## src/rtl/led_frame_sequencer.sv

```systemverilog
// Frame sequencer for the LED image-fetch path: walks one face's pixel addresses,
// waits out the fetch latency, hands GRB words to the serializer, then holds the latch gap.
module led_frame_sequencer #(
  parameter int unsigned TOTAL_LEDS    = 1024,
  parameter int unsigned NUM_FACES     = 8,
  parameter int unsigned FETCH_LATENCY = 4,
  parameter int unsigned LATCH_CYCLES  = 28000,
  localparam int unsigned FACE_W = (NUM_FACES > 1) ? $clog2(NUM_FACES) : 1,
  localparam int unsigned ADDR_W = (NUM_FACES * TOTAL_LEDS > 1) ? $clog2(NUM_FACES * TOTAL_LEDS) : 1
) (
  input  logic              clk,
  input  logic              rst,
  input  logic              frame_start,
  input  logic [FACE_W-1:0] face_req,
  input  logic              face_req_valid,
  output logic [ADDR_W-1:0] pixel_addr,
  input  logic [23:0]       fetch_grb,
  output logic [23:0]       led_data,
  output logic              led_valid,
  input  logic              led_ready,
  output logic [FACE_W-1:0] active_face,
  output logic              busy,
  output logic              frame_done,
  output logic              frame_overrun
);

  localparam int unsigned PIX_W   = (TOTAL_LEDS > 1) ? $clog2(TOTAL_LEDS) : 1;
  localparam int unsigned CNT_MAX = (FETCH_LATENCY > LATCH_CYCLES) ? FETCH_LATENCY : LATCH_CYCLES;
  localparam int unsigned CNT_W   = $clog2(CNT_MAX + 1);

  typedef enum logic [1:0] {
    ST_IDLE  = 2'd0,
    ST_FETCH = 2'd1,
    ST_SEND  = 2'd2,
    ST_LATCH = 2'd3
  } state_e;

  state_e            state_q, state_d;
  logic [PIX_W-1:0]  pixel_q, pixel_d;
  logic [CNT_W-1:0]  cnt_q, cnt_d;
  logic [ADDR_W-1:0] pixel_addr_q, pixel_addr_d;
  logic [23:0]       led_data_q, led_data_d;
  logic              led_valid_q, led_valid_d;
  logic [FACE_W-1:0] active_face_q, active_face_d;
  logic [FACE_W-1:0] pending_face_q, pending_face_d;
  logic              busy_q, busy_d;
  logic              frame_done_q, frame_done_d;
  logic              frame_overrun_q, frame_overrun_d;
  logic [FACE_W-1:0] face_raw_c;
  logic [FACE_W-1:0] face_sel_c;

  // A same-cycle request bypasses pending_face; out-of-range faces fall back to face 0.
  always_comb begin
    face_raw_c = face_req_valid ? face_req : pending_face_q;
    face_sel_c = face_raw_c;
    if (32'(face_raw_c) >= NUM_FACES) begin
      face_sel_c = '0;
    end
  end

  always_comb begin
    state_d         = state_q;
    pixel_d         = pixel_q;
    cnt_d           = cnt_q;
    pixel_addr_d    = pixel_addr_q;
    led_data_d      = led_data_q;
    led_valid_d     = led_valid_q;
    active_face_d   = active_face_q;
    pending_face_d  = face_req_valid ? face_req : pending_face_q;
    frame_overrun_d = frame_start && (state_q != ST_IDLE);

    case (state_q)
      ST_IDLE: begin
        if (frame_start) begin
          active_face_d = face_sel_c;
          pixel_d       = '0;
          pixel_addr_d  = ADDR_W'(32'(face_sel_c) * TOTAL_LEDS);
          cnt_d         = '0;
          state_d       = ST_FETCH;
        end
      end
      ST_FETCH: begin
        // Address has been stable for FETCH_LATENCY cycles on the final edge.
        if (cnt_q == CNT_W'(FETCH_LATENCY)) begin
          led_data_d  = fetch_grb;
          led_valid_d = 1'b1;
          state_d     = ST_SEND;
        end else begin
          cnt_d = cnt_q + CNT_W'(1);
        end
      end
      ST_SEND: begin
        if (led_valid_q && led_ready) begin
          led_valid_d = 1'b0;
          cnt_d       = '0;
          if (pixel_q == PIX_W'(TOTAL_LEDS - 1)) begin
            state_d = ST_LATCH;
          end else begin
            pixel_d      = pixel_q + PIX_W'(1);
            pixel_addr_d = pixel_addr_q + ADDR_W'(1);
            state_d      = ST_FETCH;
          end
        end
      end
      ST_LATCH: begin
        if (cnt_q == CNT_W'(LATCH_CYCLES - 1)) begin
          state_d = ST_IDLE;
        end else begin
          cnt_d = cnt_q + CNT_W'(1);
        end
      end
      default: state_d = ST_IDLE;
    endcase

    busy_d = (state_d != ST_IDLE);
    // frame_done is high during the last LATCH cycle, while still busy.
    frame_done_d = (state_d == ST_LATCH) && (cnt_d == CNT_W'(LATCH_CYCLES - 1));
  end

  always_ff @(posedge clk or negedge rst) begin
    if (!rst) begin
      state_q         <= ST_IDLE;
      pixel_q         <= '0;
      cnt_q           <= '0;
      pixel_addr_q    <= '0;
      led_data_q      <= '0;
      led_valid_q     <= 1'b0;
      active_face_q   <= '0;
      pending_face_q  <= '0;
      busy_q          <= 1'b0;
      frame_done_q    <= 1'b0;
      frame_overrun_q <= 1'b0;
    end else begin
      state_q         <= state_d;
      pixel_q         <= pixel_d;
      cnt_q           <= cnt_d;
      pixel_addr_q    <= pixel_addr_d;
      led_data_q      <= led_data_d;
      led_valid_q     <= led_valid_d;
      active_face_q   <= active_face_d;
      pending_face_q  <= pending_face_d;
      busy_q          <= busy_d;
      frame_done_q    <= frame_done_d;
      frame_overrun_q <= frame_overrun_d;
    end
  end

  assign pixel_addr    = pixel_addr_q;
  assign led_data      = led_data_q;
  assign led_valid     = led_valid_q;
  assign active_face   = active_face_q;
  assign busy          = busy_q;
  assign frame_done    = frame_done_q;
  assign frame_overrun = frame_overrun_q;

endmodule

```

## config.mk

```make
export PLATFORM = sky130hd
export DESIGN_NAME = led_frame_sequencer
export DESIGN_NICKNAME = d
export VERILOG_FILES = /design/src/rtl/led_frame_sequencer.sv
export SDC_FILE = /design/constraint.sdc
export NUM_CORES = 1
export LEC_CHECK = 0
export ABC_AREA = 1
export BUFFER_PORTS_ARGS = -buffer_cell sky130_fd_sc_hd__buf_2
export CAP_MARGIN = 20
export CORE_MARGIN = 5
export CORE_UTILIZATION = 55
export DETAILED_ROUTE_END_ITERATION = 8
export MAX_ROUTING_LAYER = met4
export PLACE_DENSITY = 0.84
export SETUP_SLACK_MARGIN = 0.05
export SYNTH_ARGS = -nofsm -noshare
export SYNTH_HDL_FRONTEND = slang
export SYNTH_SLANG_ARGS = --single-unit
```

## constraint.sdc

```tcl
create_clock -name clk -period 2.3 [get_ports clk]
set_clock_uncertainty 0.1 [all_clocks]
set_input_delay 0 -clock clk [delete_from_list [all_inputs] [get_ports clk]]
set_output_delay 0 -clock clk [all_outputs]
set_load 0.01 [all_outputs]
```

After elaboration in Yosys (flattened, before gate mapping)
Index checks and enable logic that the tools add are counted.
{ "totals": {"elab_cells": 61, "romBits": 0, "mem_bits_rw": 0, "memories": 0, "out_inout_bits": 44, "reg_bits": 74, "latch_bits": 0} }
{ "op_classes": {"div_mod_pow": 0, "muxes": 23, "eq_ne": 12, "order_cmp": 0, "n_reduce_logical": 12, "mul": 0, "n_shift": 0, "n_bitwise": 0, "addsub": 3} }
{ "op_table": {"columns": ["cell", "count"], "rows": [
  ["$mux W15", 4],
  ["$pmux W15 S4", 1],
  ["$mux W13", 3],
  ["$eq A15 B15 Y1 const B", 2],
  ["$mux W10", 3],
  ["$pmux W13 S2", 1],
  ["$pmux W10 S2", 1],
  ["$add A15 B1 Y15 const B", 1],
  ["$eq A15 B3 Y1 const B", 1],
  ["$add A13 B1 Y13 const B", 1],
  ["$add A10 B1 Y10 const B", 1],
  ["$eq A10 B10 Y1 const B", 1],
  ["$mux W2", 5],
  ["$ne A2 B2 Y1 const B", 4],
  ["$pmux W2 S4", 1],
  ["$reduce_bool A2 Y1", 4],
  ["$eq A2 B2 Y1 const B", 3],
  ["$reduce_and A2 Y1", 2],
  ["$reduce_and A4 Y1", 1],
  ["$logic_and A1 B1 Y1", 3],
  ["$mux W3", 1],
  ["$reduce_and A3 Y1", 1],
  ["$eq A2 B1 Y1 const B", 1],
  ["$logic_not A2 Y1", 1],
  ["2 further kinds", 3]
]} }

Logic depth before layout (Yosys ltp)
Gate-level depths: netlist of the first run.
{ "logic_depth": {"depth_word": 6, "mapped_depth": 14, "mapped_depth_nobuf": 14} }

Worst setup path after synthesis of the first run
Ideal clock, no wire load.
{ "synth_timing": {"kind": "reg2reg", "start": "register cnt_q[0]", "end": "register frame_done_q (netlist: frame_done)", "arrival_time_ns": 1.635, "setup_time_ns": 0.071, "slack_ns": 0.494, "synth_period_minus_slack_ns": 1.806, "path_stages_with_launch": 14, "t_required_ns": 2.129, "path_cell_list": "dfrtp_1 > inv_1 > ha_1 > nand3_1 > nor2_2 > nand3_2 > buf_6 > nand3_2 > nand2_1 > inv_1 > nand3_1 > nor2_1 > nand3_1 > nor2_1"} }
{ "synth_via": {"elab_chain_cells": 5} }
{ "synth_lines": {"columns": ["item", "line_no", "rtl"], "rows": [
  ["start, declared", "40", "logic [CNT_W-1:0] cnt_q, cnt_d;"],
  ["start signal, assigned", "136", "cnt_q <= cnt_d;"],
  ["$eq A15 B15 Y1 / $eq A15 B3 Y1 (equally long branches)", "106, 84", null],
  ["$mux W2, on equally long branches", "106, 84", null],
  ["$pmux W2 S4 *", "72", "case (state_q)"],
  ["via state_d[1]", "38", "state_e state_q, state_d;"],
  ["$eq A2 B2 Y1 *", "117", "frame_done_d = (state_d == ST_LATCH) && (cnt_d == CNT_W'(LATCH_CYCLES - 1));"],
  ["$logic_and A1 B1 Y1 *", "117", null],
  ["via frame_done_d", "47", "logic frame_done_q, frame_done_d;"],
  ["end signal, assigned", "143", "frame_done_q <= frame_done_d;"],
  ["end, declared", "47", null]
]} }
Mark *: on every way through the listed nets, which the timed path passes. The rest lies on a longest branch.
A chain may end at the register's enable or synchronous reset.

Final worst setup path of the first run
{ "layout_timing": {"start": "register cnt_q[0]", "end": "register led_data_q[0] (netlist: led_data[0])"} }
{ "layout_via": {"elab_chain_cells": 2} }
{ "layout_lines": {"columns": ["item", "line_no", "rtl"], "rows": [
  ["$eq A15 B3 Y1", "84", "if (cnt_q == CNT_W'(FETCH_LATENCY)) begin"],
  ["$reduce_and A2 Y1 (no line)", null, null],
  ["end signal, assigned", "138", "led_data_q <= led_data_d;"],
  ["end, declared", "42", "logic [23:0] led_data_q, led_data_d;"]
]} }
No other way between the ends.

==> summary.md, run 1 <==
| Metric | Value |
|---|---|
| Status | `completed` |
| Slew Limit Headroom | `38.7%` |
| Synth warn | `0` |
| CTS tree | `yes` |
| Post-synth EDFFs | `0` |
| DRT antenna net count | `0` |
| Vias in the first global route | `4312` |
| Mapped Area | `4150 um^2` |
| Diode count | `0` |
| Worst path required time | `2480 ps` |
| DRC | `0` |
| Initial antenna violation count | `0` |
| Die height | `between 90 and 100 um` |
| Remaining global-route overflow | `0` |
| Largest family of logic cells by synthesized area | `simple AND/OR/NAND/NOR gates` |
| Post-Syn Instances | `548` |
| Fin crit share | `91.5%` |
| TritonCTS Buffers | `9` |
| Post-Synth Simple-Gate Area | `37.3%` |
| Global-route wire length before repair | `19.6 mm` |
| Wire per inst | `roughly 16 um` |
| Post-Syn Nets | `584` |
| H-Tree Depth | `3` |
| Setup_tns | `0 ps` |
| Die extent in x | `96.9 um` |
| Vias | `4322` |
| Maximum capacitance violations | `0` |
| RePlAce Congestion | `0.964` |
| Initial DRC Count | `446` |
| Final #Nets | `around 700` |
| Synth unique cells | `38` |
| Drt pass-1 iters | `5` |
| Port Buffer Count | `75` |
| Dominant cells by area after synthesis | `dfrtp_1 45%, nand2_1 16%, nand3_1 6.8%, inv_1 4.4%, nor2_1 3.8%` |
| Post-synthesis compound-gate area fraction | `6.66%` |
| Worst Setup End Kind | `flop` |
| #FFs+latches synth | `74` |
| Post-synthesis adder-cell area fraction | `approximately 1.2%` |
| Worst EP arrival | `2280 ps` |
| Final hold vios | `0` |
| Worst slew pin tran | `920 ps` |
| XOR/XNOR Fraction of Synth Area | `under 10%` |
| Max clock buf depth | `2` |
| Crit start category | `flop` |
| F_max | `roughly 0.48 GHz` |
| Final setup fails | `0` |
| Synth cell count leaders | `181 x nand2_1, 74 x dfrtp_1, 56 x nand3_1` |
| IO Pins | `76` |
| Initial core utilization | `about 57%` |
| Post-synthesis sequential area ratio | `44.6%` |
| Placed cells | `712` |
| Post-synthesis mux area share | `0%` |
| Yosys top cell area share | `44.6%` |
| Peak supply drop | `0.646 mV` |
| Leak | `2.56 nW` |
| Core Rows | `31` |
| Post-CTS Setup Bufs | `0` |
| Worst Path Max Fanout | `24` |
| Largest net degree at the start of global routing | `75` |
| Total Wirelength | `11.9 mm` |
| Reg clk slew, reported paths | `90 ps` |
| Power Density | `1060 nW/um^2` |
| Critical path class | `reg2reg` |
| Total die area | `about 9400 um^2` |
| Share of cells above drive strength 1 | `about 22%` |
| Top FF cell, synth | `dfrtp_1` |
| Count leader, synth | `nand2_1` |
| Ys async rst share | `100%` |
| Root buffer cell | `clkbuf_8` |
| Mean Syn Cell Area | `7.57 um^2` |
| DP HPWL | `7.41 mm` |
| RSZ-0062 raised after global routing | `yes` |
| Clock Latency Late Sink | `350 ps` |
| Final min period | `around 2100 ps` |
| Area delta synth->final | `25.8%` |
| Drt via density | `5.65` |
| Hold/Removal Path Class | `in2reg` |
| Max Slew Vio Count | `0` |
| Core ar. | `7290 um^2` |
| Cell taking the most area after synthesis | `dfrtp_1` |
| Clk sinks | `between 70 and 80` |
| Total GRT Usage | `25.8%` |
| Final instance count without filler cells | `765` |
## state kept, by name, indices dropped and copies added (netlist names)
register,count
led_data,24
pixel_q,10
frame_done,1
pixel_addr,13
led_valid,1
state_q,2
frame_overrun,1
active_face,3
busy,1
cnt_q,15
pending_face_q,3
## layout by cell type (no fill, tap or decap), drive strengths merged, types with 5 or more instances in the layout
cell type    synthesis  final
nor3                 9      9
o21ai               20     21
nand3               62     62
nor2                55     55
buf                 15     84
a31oi                5      5
a21oi               11     11
dlygate4sd3          0     36
xor2                 9      9
nand4               20     20
clkbuf               4     11
nand2              184    184
dfrtp               74     74
inv                 58     59
## per-stage QoR
stage / total power, mW / util [%] / area, um^2 / worst slack [ps] / hold slack [ps]
3_3_place_gp: 4.13 / 63.1 / 4600 / 265 / 91.6
6_report: 5.54 / 71.6 / 5220 / 195 / 197
2_1_floorplan: 3.47 / - / 4150 / 494 / -396
5_1_grt: 5.91 / 71.6 / 5220 / 24.1 / 194
3_5_place_dp: 4.20 / 63.1 / 4600 / 167 / 88.6
4_1_cts: 5.44 / 71.3 / 5200 / 157 / 172
## critical path, stage by stage (launching register included)
cell and delay (ps):
dfrtp_2 460, inv_1 190, ha_1 180, nand3_1 80, nor2_2 170, nand3_2 180
buf_4 230, inv_1 80, buf_6 190, nand2_1 100, nand2_1 70
## what timing repair did
action,in CTS,in global routing
resized for setup,0,3
hold buffers,36,0
hold endpoints to repair,107,0
setup endpoints to repair,0,17
## power breakdown
| group | internal, mW | switching, mW |
|---|---|---|
| logic | 0.797 | 1.35 |
| clock network | 0.677 | 0.516 |
| registers | 1.75 | 0.454 |
## cells by family after synthesis
| kind of cell | Yosys count |
|---|---|
| AND/OR/NAND/NOR | 337 |
| adder cells (fa/ha/maj) | 4 |
| AO/OA/AOI/OAI | 45 |
| flip-flops | 74 |
| XOR/XNOR | 10 |
| buffers and inverters | 78 |
## path summary, 6_finish.rpt
check | startpoint | end | slack (ps) | cells after the start
worst max-delay path | cnt_q[0] | led_data[0] | 200 | 10
worst min-delay path | led_ready | led_valid | 200 | 5
worst max register to register | cnt_q[0] | led_data[0] | 200 | 10
worst min register to register | led_data[2] | led_data[2] | 390 | 2
max in group asynchronous | rst | cnt_q[0] | 1200 | 2
min in group asynchronous | rst | pixel_addr[7] | 260 | 2
## per-layer routing
layer | share of wire, % | up-vias | track usage [%] | wire length [um]
met4 | 4.0 | 0 | 12.4 | 471
met5 | 0 | - | - | 0
met2 | 47 | 284 | 40.0 | 5530
met1 | 41 | 1989 | 31.9 | 4810
li1 | - | 2000 | - | -
met3 | 8.9 | 49 | 5.83 | 1060
## final cells by class
class                      instances  area, um^2
clock buffer                      11         151
clock inverter                     5        85.1
fill                             551        2070
inverter                          59         221
multi-input combinational        397        1970
sequential                        74        1850
tap                               99         124
timing repair buffer             120         810
No activity file was read; power rests on OpenSTA's default activity.
==> run 2, diff against run 1 <==
MAX_ROUTING_LAYER = not set   (was met4)
==> summary.md, run 2 (synthesis gave the netlist of run 1 again) <==
| Metric | Value |
|---|---|
| Fin crit share | `87.8% (-3.8 points)` |
| Worst EP arrival | `2210 ps (-70 ps)` |
| Final instance count without filler cells | `762 (-0.39%)` |
| Reg clk slew, reported paths | `80 ps (about the same)` |
| Power Total | `5.33 mW (-3.9%)` |
| Share of cells above drive strength 1 | `21.4% (-0.20 points)` |
| CP peak stage delay | `420 ps (-40 ps)` |
| Vias in the first global route | `4084 (-5.3%)` |
| Worst slew pin tran | `908 ps (-12.2 ps)` |
| Remaining global-route overflow | `0 (unchanged)` |
| Final min period | `2020 ps (-86.3 ps)` |
| TritonCTS Buffers | `9 (unchanged)` |
| Port Buffer Count | `75 (unchanged)` |
| Clock Latency Late Sink | `360 ps (about the same)` |
| Slew Limit Headroom | `39.5% (+0.81 points)` |
| Final hold vios | `0 (unchanged)` |
| Worst Setup End Kind | `flop` |
| Drt pass-1 iters | `8 (+3)` |
| Vias | `4194 (-3.0%)` |
| Worst Path Max Fanout | `5 (-79%)` |
| Die extent in x | `96.9 um (unchanged)` |
| CTS tree | `yes` |
| Final #Nets | `694 (-0.43%)` |
| Most frequent cells in the layout | `180 x nand2_1, 74 x buf_2, 73 x dfrtp_1` |
| IO Pins | `76 (unchanged)` |
| Crit start category | `flop` |
| Area taken by multi-input logic gates | `1980 um^2 (+0.13%)` |
| Final setup fails | `0 (unchanged)` |
| Critical Path, Cell by Cell | `ha_1 -> nand2_2 -> nor2_2 -> nand2_1 -> nor2_1 -> nand2_1 -> xor2_1 -> nand2_1 -> nand3_1 -> nand2_1 -> inv_1 -> nand2_1 -> nor2_1` |
| Max Slew Vio Count | `0 (unchanged)` |
| Total Wirelength | `11.6 mm (-2.5%)` |
| DRC | `0 (unchanged)` |
| Most used cell, CP | `nand2_1` |
| DP HPWL | `7.35 mm (-0.80%)` |
| RSZ-0062 raised after global routing | `no` |
| Root buffer cell | `clkbuf_8` |
| Commonest non-fill, non-tap cell in the layout | `nand2_1` |
| Max clock buf depth | `2 (unchanged)` |
| H-Tree Depth | `3 (unchanged)` |
| Fillers | `568 (+3.1%)` |
| Maximum capacitance violations | `0 (unchanged)` |
| Core ar. | `7290 um^2 (unchanged)` |
| Leak | `2.53 nW (-1.2%)` |
| Status | `completed` |
| Hold/Removal Path Class | `in2reg` |
| Peak supply drop | `0.679 mV (+5.1%)` |
| Area delta synth->final | `24.1%` |
| Sequential cell area | `1850 um^2 (unchanged)` |
| Cell Area, Placed | `4580 um^2 (-0.49%)` |
| Total die area | `9380 um^2 (unchanged)` |
| Initial DRC Count | `367 (-18%)` |
| Diode count | `0 (unchanged)` |
| Power Density | `1030 nW/um^2 (-2.6%)` |
| Core Rows | `31 (unchanged)` |
| Placed cells | `709 (-0.42%)` |
| Slowest CP cell | `dfrtp_1` |
| Drt via density | `5.50 (-2.6%)` |
| Total GRT Usage | `25.2% (-0.60 points)` |
| Max FFs per register | `24 (unchanged)` |
| RePlAce Congestion | `0.981 (+1.8%)` |
| Largest net degree at the start of global routing | `75 (unchanged)` |
| Setup_tns | `0 ps (unchanged)` |
| Worst path required time | `2490 ps (about the same)` |
| Die height | `96.9 um (unchanged)` |
| Initial core utilization | `56.9% (unchanged)` |
| Clk sinks | `74 (unchanged)` |
| F_max | `0.495 GHz (+4.3%)` |
| DRT antenna net count | `0 (unchanged)` |
| Global-route wire length before repair | `19.4 mm (-1.3%)` |
| Design Area, Final | `5150 um^2 (-1.3%)` |
| Initial antenna violation count | `0 (unchanged)` |
| Critical path class | `reg2reg` |
| Wire per inst | `15.2 um (-2.1%)` |
[run 2: area by class of cell]
type	count	share of cell area, %
Tap cell	99	2.41
Inverter	59	4.30
Sequential cell	74	36.0
Clock inverter	6	1.26
Timing Repair Buffer	117	15.2
Clock buffer	10	2.48
Multi-Input combinational cell	397	38.4
[run 2: repair_timing]
item	in CTS	in global routing
hold endpoints to repair	108	0
hold buffers	36	0
setup endpoints to repair	0	3
setup buffers	0	0
resized for setup	0	4
[run 2: stage by stage]
| stage | util [%] | hold slack [ps] | worst slack (ps) |
|---|---|---|---|
| global placement | 62.8 | 91.5 | 227 |
| floorplan | - | -396 | 494 |
| CTS | 70.4 | 168 | 180 |
| finish | 70.6 | 196 | 282 |
| global route | 70.6 | 180 | 57.6 |
| detailed placement | 62.8 | 94.8 | 198 |
[run 2: worst paths after layout]
kind | startpoint | endpoint | depth (start not counted) | slack, ps
setup reg to reg | cnt_q[1] | frame_done | 13 | 280
hold / removal | led_ready | cnt_q[3] | 5 | 200
max in group asynchronous | rst | cnt_q[0] | 2 | 1240
hold reg to reg | led_data[16] | led_data[16] | 2 | 390
setup / recovery | cnt_q[1] | frame_done | 13 | 280
min in group asynchronous | rst | led_data[19] | 2 | 210
[run 2: layer usage]
metal	track usage [%]	up-vias	wire length, um
met5	0	-	0
met3	7.05	34	1050
met4	13.0	0	323
li1	-	1991	-
met2	38.1	217	5340
met1	32.9	1952	4860
[run 2: where the power goes]
part | internal [mW] | switching [mW]
combinational | 0.775 | 1.34
clock | 0.505 | 0.519
sequential | 1.75 | 0.439
[run 2: worst max-delay path: cells and delay by family (launching register included)]
family,cells,cell delay [ps]
buffers and inverters,1,50
adder cells (fa/ha/maj),1,230
AND/OR/NAND/NOR,10,1000
flip-flops,1,420
XOR/XNOR,1,140
